**config.mk**
```make
export PLATFORM = sky130hd
export DESIGN_NAME = mem_port_arbiter
export DESIGN_NICKNAME = d
export VERILOG_FILES = /design/src/rtl/mem_port_arbiter.sv
export SDC_FILE = /design/constraint.sdc
export NUM_CORES = 1
export LEC_CHECK = 0
export BUFFER_PORTS_ARGS = -buffer_cell sky130_fd_sc_hd__buf_2
export CAP_MARGIN = 15
export CORE_UTILIZATION = 35
export DETAILED_ROUTE_END_ITERATION = 16
export MAX_ROUTING_LAYER = met4
export SLEW_MARGIN = 40
export SYNTH_ARGS = -nofsm -noshare
export SYNTH_HDL_FRONTEND = slang
export SYNTH_SLANG_ARGS = --single-unit
```
**constraint.sdc**
```tcl
create_clock -name clock -period 1.66 [get_ports clock]
set_input_delay 0.166 -clock clock [delete_from_list [all_inputs] [get_ports clock]]
set_output_delay 0.166 -clock clock [all_outputs]
set_load 0.02 [all_outputs]
```
**src/rtl/mem_port_arbiter.sv**
```systemverilog
// rtl/mem_port_arbiter.sv - fetch/load-store arbiter for one single-port synchronous memory
// Data wins by default; a saturating starvation counter forces a fetch grant.
module mem_port_arbiter #(
    parameter int ADDR_W     = 8,
    parameter int DATA_W     = 16,
    parameter int STARVE_MAX = 4
) (
    input  logic              clock,
    input  logic              reset,
    input  logic              i_req,
    input  logic [ADDR_W-1:0] i_addr,
    output logic              i_stall,
    output logic              i_valid,
    output logic [DATA_W-1:0] i_rdata,
    input  logic              d_req,
    input  logic              d_we,
    input  logic [ADDR_W-1:0] d_addr,
    input  logic [DATA_W-1:0] d_wdata,
    output logic              d_stall,
    output logic              d_valid,
    output logic [DATA_W-1:0] d_rdata,
    output logic              m_en,
    output logic              m_we,
    output logic [ADDR_W-1:0] m_addr,
    output logic [DATA_W-1:0] m_wdata,
    input  logic [DATA_W-1:0] m_rdata,
    output logic [3:0]        starve_cnt
);

    localparam logic [3:0] SMAX = 4'(STARVE_MAX);

    typedef enum logic [1:0] {
        G_NONE = 2'd0,
        G_I    = 2'd1,
        G_D    = 2'd2
    } gnt_t;

    gnt_t              gnt_d, gnt_q;
    logic              we_d, we_q;
    logic [3:0]        cnt_d, cnt_q;
    logic [ADDR_W-1:0] addr_d, addr_q;
    logic [DATA_W-1:0] wdata_d, wdata_q;
    logic [DATA_W-1:0] i_rdata_d, i_rdata_q;
    logic [DATA_W-1:0] d_rdata_d, d_rdata_q;

    always_ff @(posedge clock) begin
        if (reset) begin
            gnt_q     <= G_NONE;
            we_q      <= 1'b0;
            cnt_q     <= 4'd0;
            addr_q    <= '0;
            wdata_q   <= '0;
            i_rdata_q <= '0;
            d_rdata_q <= '0;
        end else begin
            gnt_q     <= gnt_d;
            we_q      <= we_d;
            cnt_q     <= cnt_d;
            addr_q    <= addr_d;
            wdata_q   <= wdata_d;
            i_rdata_q <= i_rdata_d;
            d_rdata_q <= d_rdata_d;
        end
    end

    always_comb begin
        gnt_d     = G_NONE;
        we_d      = 1'b0;
        cnt_d     = cnt_q;
        addr_d    = addr_q;
        wdata_d   = wdata_q;
        i_rdata_d = i_rdata_q;
        d_rdata_d = d_rdata_q;
        m_en      = 1'b0;
        m_we      = 1'b0;
        m_addr    = addr_q;
        m_wdata   = wdata_q;

        // Nothing is granted while reset is asserted, so both stalls mirror the requests.
        if (!reset) begin
            if (i_req && (!d_req || cnt_q >= SMAX)) begin
                gnt_d = G_I;
            end else if (d_req) begin
                gnt_d = G_D;
            end
        end

        case (gnt_d)
            G_I: begin
                m_en   = 1'b1;
                m_addr = i_addr;
                addr_d = i_addr;
            end
            G_D: begin
                m_en    = 1'b1;
                m_we    = d_we;
                m_addr  = d_addr;
                m_wdata = d_wdata;
                addr_d  = d_addr;
                wdata_d = d_wdata;
                we_d    = d_we;
            end
            default: ;
        endcase

        if (gnt_d == G_I || !i_req) begin
            cnt_d = 4'd0;
        end else if (gnt_d == G_D && cnt_q < SMAX) begin
            cnt_d = cnt_q + 4'd1;
        end

        // Capture read data so the outputs hold their last value between valids.
        if (gnt_q == G_I) begin
            i_rdata_d = m_rdata;
        end
        if (gnt_q == G_D && !we_q) begin
            d_rdata_d = m_rdata;
        end
    end

    assign i_stall    = i_req && (gnt_d != G_I);
    assign d_stall    = d_req && (gnt_d != G_D);
    assign i_valid    = (gnt_q == G_I);
    assign d_valid    = (gnt_q == G_D);
    assign i_rdata    = (gnt_q == G_I) ? m_rdata : i_rdata_q;
    assign d_rdata    = (gnt_q == G_D && !we_q) ? m_rdata : d_rdata_q;
    assign starve_cnt = cnt_q;

endmodule

```
Word-level counts from Yosys, hierarchy flattened
Index checks and enable logic that the tools add are counted.
- mux-type cells: 9
- add/subtract/negate cells: 1
- equal/unequal tests: 6
- reductions and logical operators: 12
- magnitude comparators: 2
- operator list (operator ; number):
    16-bit 2-to-1 mux ; 3
    8-bit one-hot mux with 2 select lines ; 1
    2-bit 2-to-1 mux ; 3
    1-bit logical AND ; 5
    4-bit by 1-bit adder with 4-bit output, second input constant ; 1
    2-bit by 1-bit == test with 1-bit output, second input constant ; 2
    2-bit == test, second input constant ; 2
    4-bit by 3-bit >= comparator with 1-bit output, second input constant ; 1
    4-bit by 3-bit < comparator with 1-bit output, second input constant ; 1
    2-bit OR reduction ; 2
    1-bit logical NOT ; 3
    1-bit logical OR ; 2
    1-bit 2-to-1 mux ; 2
    2-bit by 1-bit inequality test with 1-bit output, second input constant ; 1
    2-bit inequality test, second input constant ; 1
- output and inout bits: 66
- flip-flop bits (word level): 63

Depth between registers and ports, before layout
Gate-level depths: netlist of run 1.
- depth in word-level cells: 8
- gate-level depth with buffers: 8
- mapped depth without buffers: 7

Worst setup path before layout of run 1
OpenSTA, ideal clock, no wires.
- path kind: flip-flop to flip-flop
- start point: register cnt_q[3], in the netlist starve_cnt[3]
- end point: register addr_q[7]
- data required time: 1.594 ns
- data arrival time: 2.118 ns
- buffers on the path: 1
- setup slack: -0.525 ns
- clock period less this slack: 2.185 ns
- stages on the path, launching flop included: 8
- path through: dfxtp_1 > nor2_1 > a21oi_1 > inv_1 > ha_1 > clkbuf_1 > o21ai_0 > nor2b_1
- cells in the longest elaborated chain, start to end: 7
- ends and longest elaborated chain (item ; RTL line ; text):
    from (decl) ; 40 ; logic [3:0] cnt_d, cnt_q;
    from (signal assigned) ; 58 ; cnt_q <= cnt_d;
    4-bit by 3-bit >= comparator with 1-bit output (*) ; 81 ; if (i_req && (!d_req || cnt_q >= SMAX)) begin
    1-bit logical OR (*) ; 81 ;
    1-bit logical AND (*) ; 81 ;
    2-bit 2-to-1 mux (*) ; 81 ;
    2-bit 2-to-1 mux (*) ; 80 ; if (!reset) begin
    net gnt_d[0] ; 38 ; gnt_t gnt_d, gnt_q;
    2-bit == test / 2-bit by 1-bit == test with 1-bit output (equally long branches) ; - ;
    8-bit one-hot mux with 2 select lines (*) ; 88 ; case (gnt_d)
    net m_addr[7] ; 24 ; output logic [ADDR_W-1:0] m_addr,
    to (signal assigned) ; 59 ; addr_q <= addr_d;
    to (decl) ; 41 ; logic [ADDR_W-1:0] addr_d, addr_q;
The timed path passes the listed nets; every way through them passes the cells marked *.
A chain may end at the register's enable or synchronous reset.

Worst setup path in the final report of run 1
- start point: register cnt_q[2], in the netlist starve_cnt[2]
- end point: output port m_addr[6]
- cells in the longest elaborated chain, start to end: 7
- ends and longest elaborated chain (item ; RTL line):
    4-bit by 3-bit >= comparator with 1-bit output (*) ; 81
    1-bit logical OR (*) ; 81
    1-bit logical AND (*) ; 81
    2-bit 2-to-1 mux (*) ; 81
    2-bit 2-to-1 mux (*) ; 80
    net gnt_d[1] ; 38
    2-bit == test / 2-bit by 1-bit == test with 1-bit output (equally long branches) ; 88
    8-bit one-hot mux with 2 select lines (*) ; -
    to (decl) ; 24
Marked as above.

==> results of run 1 <==
-- final timing paths --
check	startpoint	end	slack, ns	cells after the start
worst max-delay path	starve_cnt[2]$_SDFFE_PP0P_	m_addr[6]	-0.41	9
worst min-delay path	d_req	gnt_q[0]$_SDFF_PP0_	0.08	2
worst max register to register	starve_cnt[2]$_SDFFE_PP0P_	starve_cnt[1]$_SDFFE_PP0P_	-0.18	10
worst min register to register	starve_cnt[1]$_SDFFE_PP0P_	starve_cnt[1]$_SDFFE_PP0P_	0.54	2
-- Yosys cell counts, types with 4 or more instances --
cell type,count
ha_1,4
mux2_2,30
clkbuf_1,9
nor2b_1,52
inv_1,4
mux2_4,18
and2b_1,9
o21ai_0,9
nand2_1,8
nor2_1,5
dfxtp_1,63
a22oi_1,8
-- cells by family after synthesis --
| group | after synthesis |
|---|---|
| buf+inv | 18 |
| fa+ha+maj | 4 |
| compound gates | 20 |
| mux | 49 |
| simple gates | 81 |
| flops | 63 |
| xor+xnor | 1 |
-- flip-flops by register name, summed over array words and instances (netlist names) --
name / cells
gnt_q: 2
d_rdata_q: 16
i_rdata_q: 16
we_q: 1
starve_cnt: 4
addr_q: 8
wdata_q: 16
-- layer usage --
metal  track usage  part of all wire
met5             -                 0
met4        0.0880             0.011
met3        0.0388             0.058
met2         0.291              0.50
met1         0.212              0.43
-- power by group through the flow --
stage / clock [mW] / combinational [mW] / sequential (mW)
after floorplan: 0 / 0.437 / 1.61
after global placement: 0 / 0.644 / 1.62
after detailed placement: 0 / 0.646 / 1.62
after CTS: 1.23 / 0.879 / 1.59
after global routing: 1.30 / 0.985 / 1.59
final: 1.19 / 0.927 / 1.59
-- through the flow --
| step | utilization | setup slack, ns | hold slack [ns] | instances |
|---|---|---|---|---|
| finish | 0.628 | -0.409 | 0.0845 | 488 |
| CTS | 0.608 | -0.400 | 0.0529 | 490 |
| floorplan | - | -0.0759 | 0.258 | 236 |
| global placement | 0.489 | -0.115 | 0.413 | 454 |
| detailed placement | 0.489 | -0.142 | 0.424 | 454 |
| global route | 0.628 | -0.484 | 0.0847 | 488 |
-- cell type report --
class                      instances  area, um^2  area share
clock buffer                      13         159      0.0347
clock inverter                     3        16.3     0.00355
inverter                           4        17.5     0.00382
multi-input combinational        155        1620       0.353
sequential                        63        1270       0.278
tap                               99         124      0.0270
timing repair buffer             151        1370       0.300
-- critical path: stages (launching register included) --
cell and delay (ns):
dfxtp_4 0.35, o21ai_2 0.15, and3b_2 0.25, buf_6 0.12, inv_2 0.04, ha_4 0.17
buf_6 0.12, a22oi_2 0.13, o21ai_2 0.10, buf_6 0.14
-- what timing repair did --
| action | CTS | global route |
|---|---|---|
| hold buffers | 0 | 0 |
| gates resized for setup | 142 | 51 |
| endpoints found under the setup margin | 87 | 87 |
| pin swaps | 16 | 15 |
| cloned | 3 | 0 |
| buffers inserted | 18 | 3 |
==> results.sh, run 1 <==
export IMPL_critPathMaxFanout=4
export IMPL_grt_antenna_before_repair=0
export IMPL_setup_slack_ns=-0.409
export IMPL_vdd_drop_max_mv=0.457
export IMPL_fin_nets=441
export IMPL_clkLatencyLatePin_ns=0.33
export IMPL_grt_pass1_wl_mm=10.3
export IMPL_synth_cells=236
export IMPL_layout_common_cells="buf_6, dfxtp_1, buf_2, mux2_4, nor2b_1"
export IMPL_synth_xor_area_frac=0.00329
export IMPL_hold_viol=0
export IMPL_setup_tns_ns=-11.98
export IMPL_slew_headroom=0.635
export IMPL_coreArea_um2=7290
export IMPL_cap_violations=0
export IMPL_pwr_share_comb=0.251
export IMPL_p_seq_frac=0.429
export IMPL_htreeDepth=3
export IMPL_critPathRequiredTime_ns=1.49
export IMPL_antenna_cells=0
export IMPL_start_util=0.365
export IMPL_rows=31
export IMPL_cts_root_buffer="clkbuf_8"
export IMPL_drc=0
export IMPL_intPower_mw=2.71
export IMPL_grt_total_usage=0.180
export IMPL_synth_top_area_cell="dfxtp_1"
export IMPL_async_reset_ff_frac=0
export IMPL_synth_top_family_by_area="multiplexers"
export IMPL_synth_area_leaders="dfxtp_1, mux2_2, nor2b_1"
export IMPL_syn_nets=293
export IMPL_arrival_ns=1.90
export IMPL_grt_max_degree=40
export IMPL_tightest_slew_ns=0.548
export IMPL_cts_buffer_depth=2
export IMPL_clk_pin_slew_ns=0.07
export IMPL_p_sw_mw=0.989
export IMPL_grt_pass1_vias=2212
export IMPL_die_width_um=89.2
export IMPL_p_leak_nw=2.09
export IMPL_power_density_nw_per_um2=808
export IMPL_end_kind="output port"
export IMPL_synth_mux_area_fraction=0.232
export IMPL_synthAdderAreaFrac=0.0188
export IMPL_slew_viol_final=0
export IMPL_wl_mm=6.97
export IMPL_status="complete, but fails checks"
export IMPL_layout_commonest_cell="buf_6"
export IMPL_yosysUniqueCellTypes=25
export IMPL_avgSynthCellArea_um2=11.3
export IMPL_skew_ns=0.00760
export IMPL_cts_tree="yes"
export IMPL_first_iter_violations=26
export IMPL_synth_simple_area_share=0.190
export IMPL_dpl_hpwl_mm=4.07
export IMPL_drive_gt1_frac=0.666
export IMPL_finalPower_mw=3.70
export IMPL_antenna_left=0
export IMPL_seq_area_frac_synth=0.474
export IMPL_dieHeight_um=89.2
export IMPL_ys_ff_latch=63
export IMPL_grt_ovfl_total=0
export IMPL_dr_pass1_iters=4
export IMPL_drt_wirelength_per_cell_um=14.3
export IMPL_switching_share=0.267
export IMPL_vias_per_cell=4.56
export IMPL_finalCritPeriodShare=1.25
export IMPL_globalplace_congestion=0.697
export IMPL_synth_compound_area_frac=0.0456
export IMPL_clock_power_share=0.321
export IMPL_timing_fmax_mhz=483
export IMPL_numClockSinks=63
export IMPL_vias=2226
export IMPL_violations="negative setup slack"
export IMPL_critPathKind="reg -> out"
export IMPL_dieArea_um2=7950
export IMPL_final_area_um2=4580
export IMPL_cp_start_kind="flop"
export IMPL_numCtsBuffers=9
export IMPL_synthFlopType="dfxtp_1"
export IMPL_rsz0062_at_grt="true"
export IMPL_fin_crit_ns=2.07
export IMPL_finalSetupViolCount=75
export IMPL_yosys_area_top_type_share=0.474
export IMPL_ys_warn_count=0
export IMPL_numPortBuffers=118
export IMPL_fill_cells=580
export IMPL_holdCritPathClass="in -> reg"
export IMPL_synth_edf_count=0
export IMPL_area_growth_pct=72.2
export IMPL_io_pin_count=119
export IMPL_netlist_area_um2=2660
export IMPL_dpl_cell_area_um2=3570
Note: power is estimated with default switching activity, not from simulation.
==> run 2: changes to the inputs <==
--- a/config.mk
+++ b/config.mk
@@ -7,9 +7,11 @@
 export LEC_CHECK = 0
 export BUFFER_PORTS_ARGS = -buffer_cell sky130_fd_sc_hd__buf_2
 export CAP_MARGIN = 15
-export CORE_UTILIZATION = 35
+export CORE_UTILIZATION = 42
 export DETAILED_ROUTE_END_ITERATION = 16
 export MAX_ROUTING_LAYER = met4
+export PLACE_DENSITY = 0.75
+export SKIP_LAST_GASP = 1
 export SLEW_MARGIN = 40
 export SYNTH_ARGS = -nofsm -noshare
 export SYNTH_HDL_FRONTEND = slang
==> results.sh, run 2 (synthesized netlist as in run 1, its figures left out) <==
export IMPL_status="complete, but fails checks"
export IMPL_violations="negative setup slack"
export IMPL_critPathRequiredTime_ns=1.49
export IMPL_crit_buf_inv=2
export IMPL_grt_pass1_wl_mm=10.5
export IMPL_slew_viol_final=0
export IMPL_cts_tree="yes"
export IMPL_r2r_end="starve_cnt[1]$_SDFFE_PP0P_"
export IMPL_cp_start_kind="flop"
export IMPL_rsz0062_at_grt="true"
export IMPL_reg2reg_slack_ns=-0.29
export IMPL_rows=28
export IMPL_fin_nets=443
export IMPL_crit_path_frequent_cell="buf_6"
export IMPL_dr_pass1_iters=3
export IMPL_die_width_um=81.6
export IMPL_holdCritPathClass="in -> reg"
export IMPL_power_density_nw_per_um2=813
export IMPL_slew_headroom=0.633
export IMPL_drt_wirelength_per_cell_um=15.4
export IMPL_worstHoldStart="d_req"
export IMPL_placed_cells=426
export IMPL_globalplace_congestion=0.770
export IMPL_tightest_slew_ns=0.550
export IMPL_cts_buffer_depth=2
export IMPL_wl_mm=7.20
export IMPL_reg2reg_from="starve_cnt[3]$_SDFFE_PP0P_"
export IMPL_dpl_hpwl_mm=4.04
export IMPL_fin_util=0.756
export IMPL_grt_antenna_before_repair=0
export IMPL_setup_slack_ns=-0.388
export IMPL_vias=2253
export IMPL_grt_max_degree=33
export IMPL_area_growth_pct=71.2
export IMPL_coreArea_um2=6030
export IMPL_cap_violations=0
export IMPL_clkLatencyLatePin_ns=0.32
export IMPL_cpMaxStageDelayCell="dfxtp_4"
export IMPL_numClockSinks=63
export IMPL_numCtsBuffers=9
export IMPL_pwr_share_comb=0.251
export IMPL_finalSetupViolCount=65
export IMPL_path_cells="o21ai_2, and3b_2, ha_4, buf_6, mux2_4, buf_6"
export IMPL_vias_per_cell=4.83
export IMPL_cts_root_buffer="clkbuf_8"
export IMPL_first_iter_violations=34
export IMPL_p_leak_nw=2.09
export IMPL_grt_total_usage=0.221
export IMPL_clock_power_share=0.320
export IMPL_whs_endpoint="gnt_q[0]$_SDFF_PP0_"
export IMPL_drive_gt1_frac=0.675
export IMPL_grt_ovfl_total=0
export IMPL_dieHeight_um=81.6
export IMPL_top_regs="d_rdata_q: 16 flops, i_rdata_q: 16 flops, wdata_q: 16 flops"
export IMPL_htreeDepth=3
export IMPL_skew_ns=0.00473
export IMPL_p_sw_mw=0.998
export IMPL_numPortBuffers=118
export IMPL_finalNonFillerCells=466
export IMPL_end_kind="output port"
export IMPL_layout_common_cells="buf_6, buf_2, dfxtp_1, mux2_4, nor2b_1"
export IMPL_layout_commonest_cell="buf_6"
export IMPL_fin_crit_ns=2.05
export IMPL_hold_viol=0
export IMPL_ff2ff_path_depth=11
export IMPL_cp_top_family="flip-flops"
export IMPL_critPathMaxFanout=4
export IMPL_arrival_ns=1.88
export IMPL_grt_pass1_vias=2278
export IMPL_critPathKind="reg -> out"
export IMPL_holdPathStages=2
export IMPL_p_seq_frac=0.429
export IMPL_antenna_cells=0
export IMPL_clk_pin_slew_ns=0.07
export IMPL_start_util=0.441
export IMPL_finalCritPeriodShare=1.23
export IMPL_vdd_drop_max_mv=0.591
export IMPL_intPower_mw=2.71
export IMPL_switching_share=0.269
export IMPL_dieArea_um2=6660
export IMPL_antenna_left=0
export IMPL_timing_fmax_mhz=488
export IMPL_max_stage_delay_ns=0.35
export IMPL_io_pin_count=119
export IMPL_holdWs_ns=0.103
export IMPL_drc=0
[run 2: changes by cell type in the layout (fill, tap and decap cells not counted), sizes merged]
cell      before  now
buf          151  153
clkinvlp       0    1
inv            5    4
[run 2: worst register-to-register path: cells and delay by family, from the launching register on]
kind / cells / cell delay (ns)
fa+ha+maj: 1 / 0.15
compound gates: 1 / 0.15
flops: 1 / 0.35
mux: 1 / 0.17
buf+inv: 5 / 0.60
simple gates: 3 / 0.44
[run 2: worst max path at each step]
stage / end / startpoint / cells past startpoint / slack, ns
final: m_wdata[11] / starve_cnt[3]$_SDFFE_PP0P_ / 6 / -0.39
after global routing: m_addr[3] / starve_cnt[3]$_SDFFE_PP0P_ / 8 / -0.47
after CTS: m_wdata[12] / starve_cnt[3]$_SDFFE_PP0P_ / 6 / -0.39
after detailed placement: m_addr[7] / starve_cnt[2]$_SDFFE_PP0P_ / 7 / -0.22
after global placement: m_addr[7] / starve_cnt[2]$_SDFFE_PP0P_ / 7 / -0.18
after floorplan: wdata_q[10]$_SDFF_PP0_ / starve_cnt[2]$_SDFFE_PP0P_ / 7 / -0.08
[run 2: per-layer routing]
metal | wire, um | share of wire | GRT usage | up-vias
li1 | - | - | - | 1087
met2 | 3640 | 0.51 | 0.383 | 89
met1 | 3000 | 0.42 | 0.244 | 1065
met4 | 99 | 0.014 | 0.0842 | 0
met5 | 0 | 0 | - | -
met3 | 459 | 0.064 | 0.0544 | 12
[run 2: area by class of cell]
| cell class | instances | area, um^2 |
|---|---|---|
| Clock inverter | 3 | 17.5 |
| Multi-Input combinational cell | 155 | 1650 |
| Fill cell | 382 | 1470 |
| Tap cell | 75 | 93.8 |
| Sequential cell | 63 | 1270 |
| Timing Repair Buffer | 153 | 1340 |
| Clock buffer | 13 | 159 |
| Inverter | 4 | 15.0 |
[run 2: through the flow]
| step | setup TNS (ns) | power [mW] | setup WS, ns | instance area [um^2] |
|---|---|---|---|---|
| floorplan | -0.725 | 2.05 | -0.0759 | 2830 |
| finish | -12.71 | 3.70 | -0.388 | 4550 |
| CTS | -14.83 | 3.66 | -0.395 | 4330 |
| detailed placement | -6.91 | 2.26 | -0.219 | 3510 |
| global route | -18.23 | 3.87 | -0.466 | 4550 |
| global placement | -3.83 | 2.25 | -0.182 | 3510 |
[run 2: power groups by stage]
stage                     combinational (mW)  sequential [mW]  clock (mW)
final                                  0.930             1.59        1.18
after floorplan                        0.437             1.61           0
after global placement                 0.633             1.62           0
after detailed placement               0.641             1.62           0
after CTS                              0.859             1.59        1.21
after global routing                   0.981             1.59        1.30
[run 2: timing repair]
item                       4_1_cts  5_1_grt
hold endpoints to repair         0        0
pin swaps                        6        5
hold buffers                     0        0
resized for setup              133       59
gates cloned                     3        0
setup buffers                   18        6
setup endpoints to repair       88       86
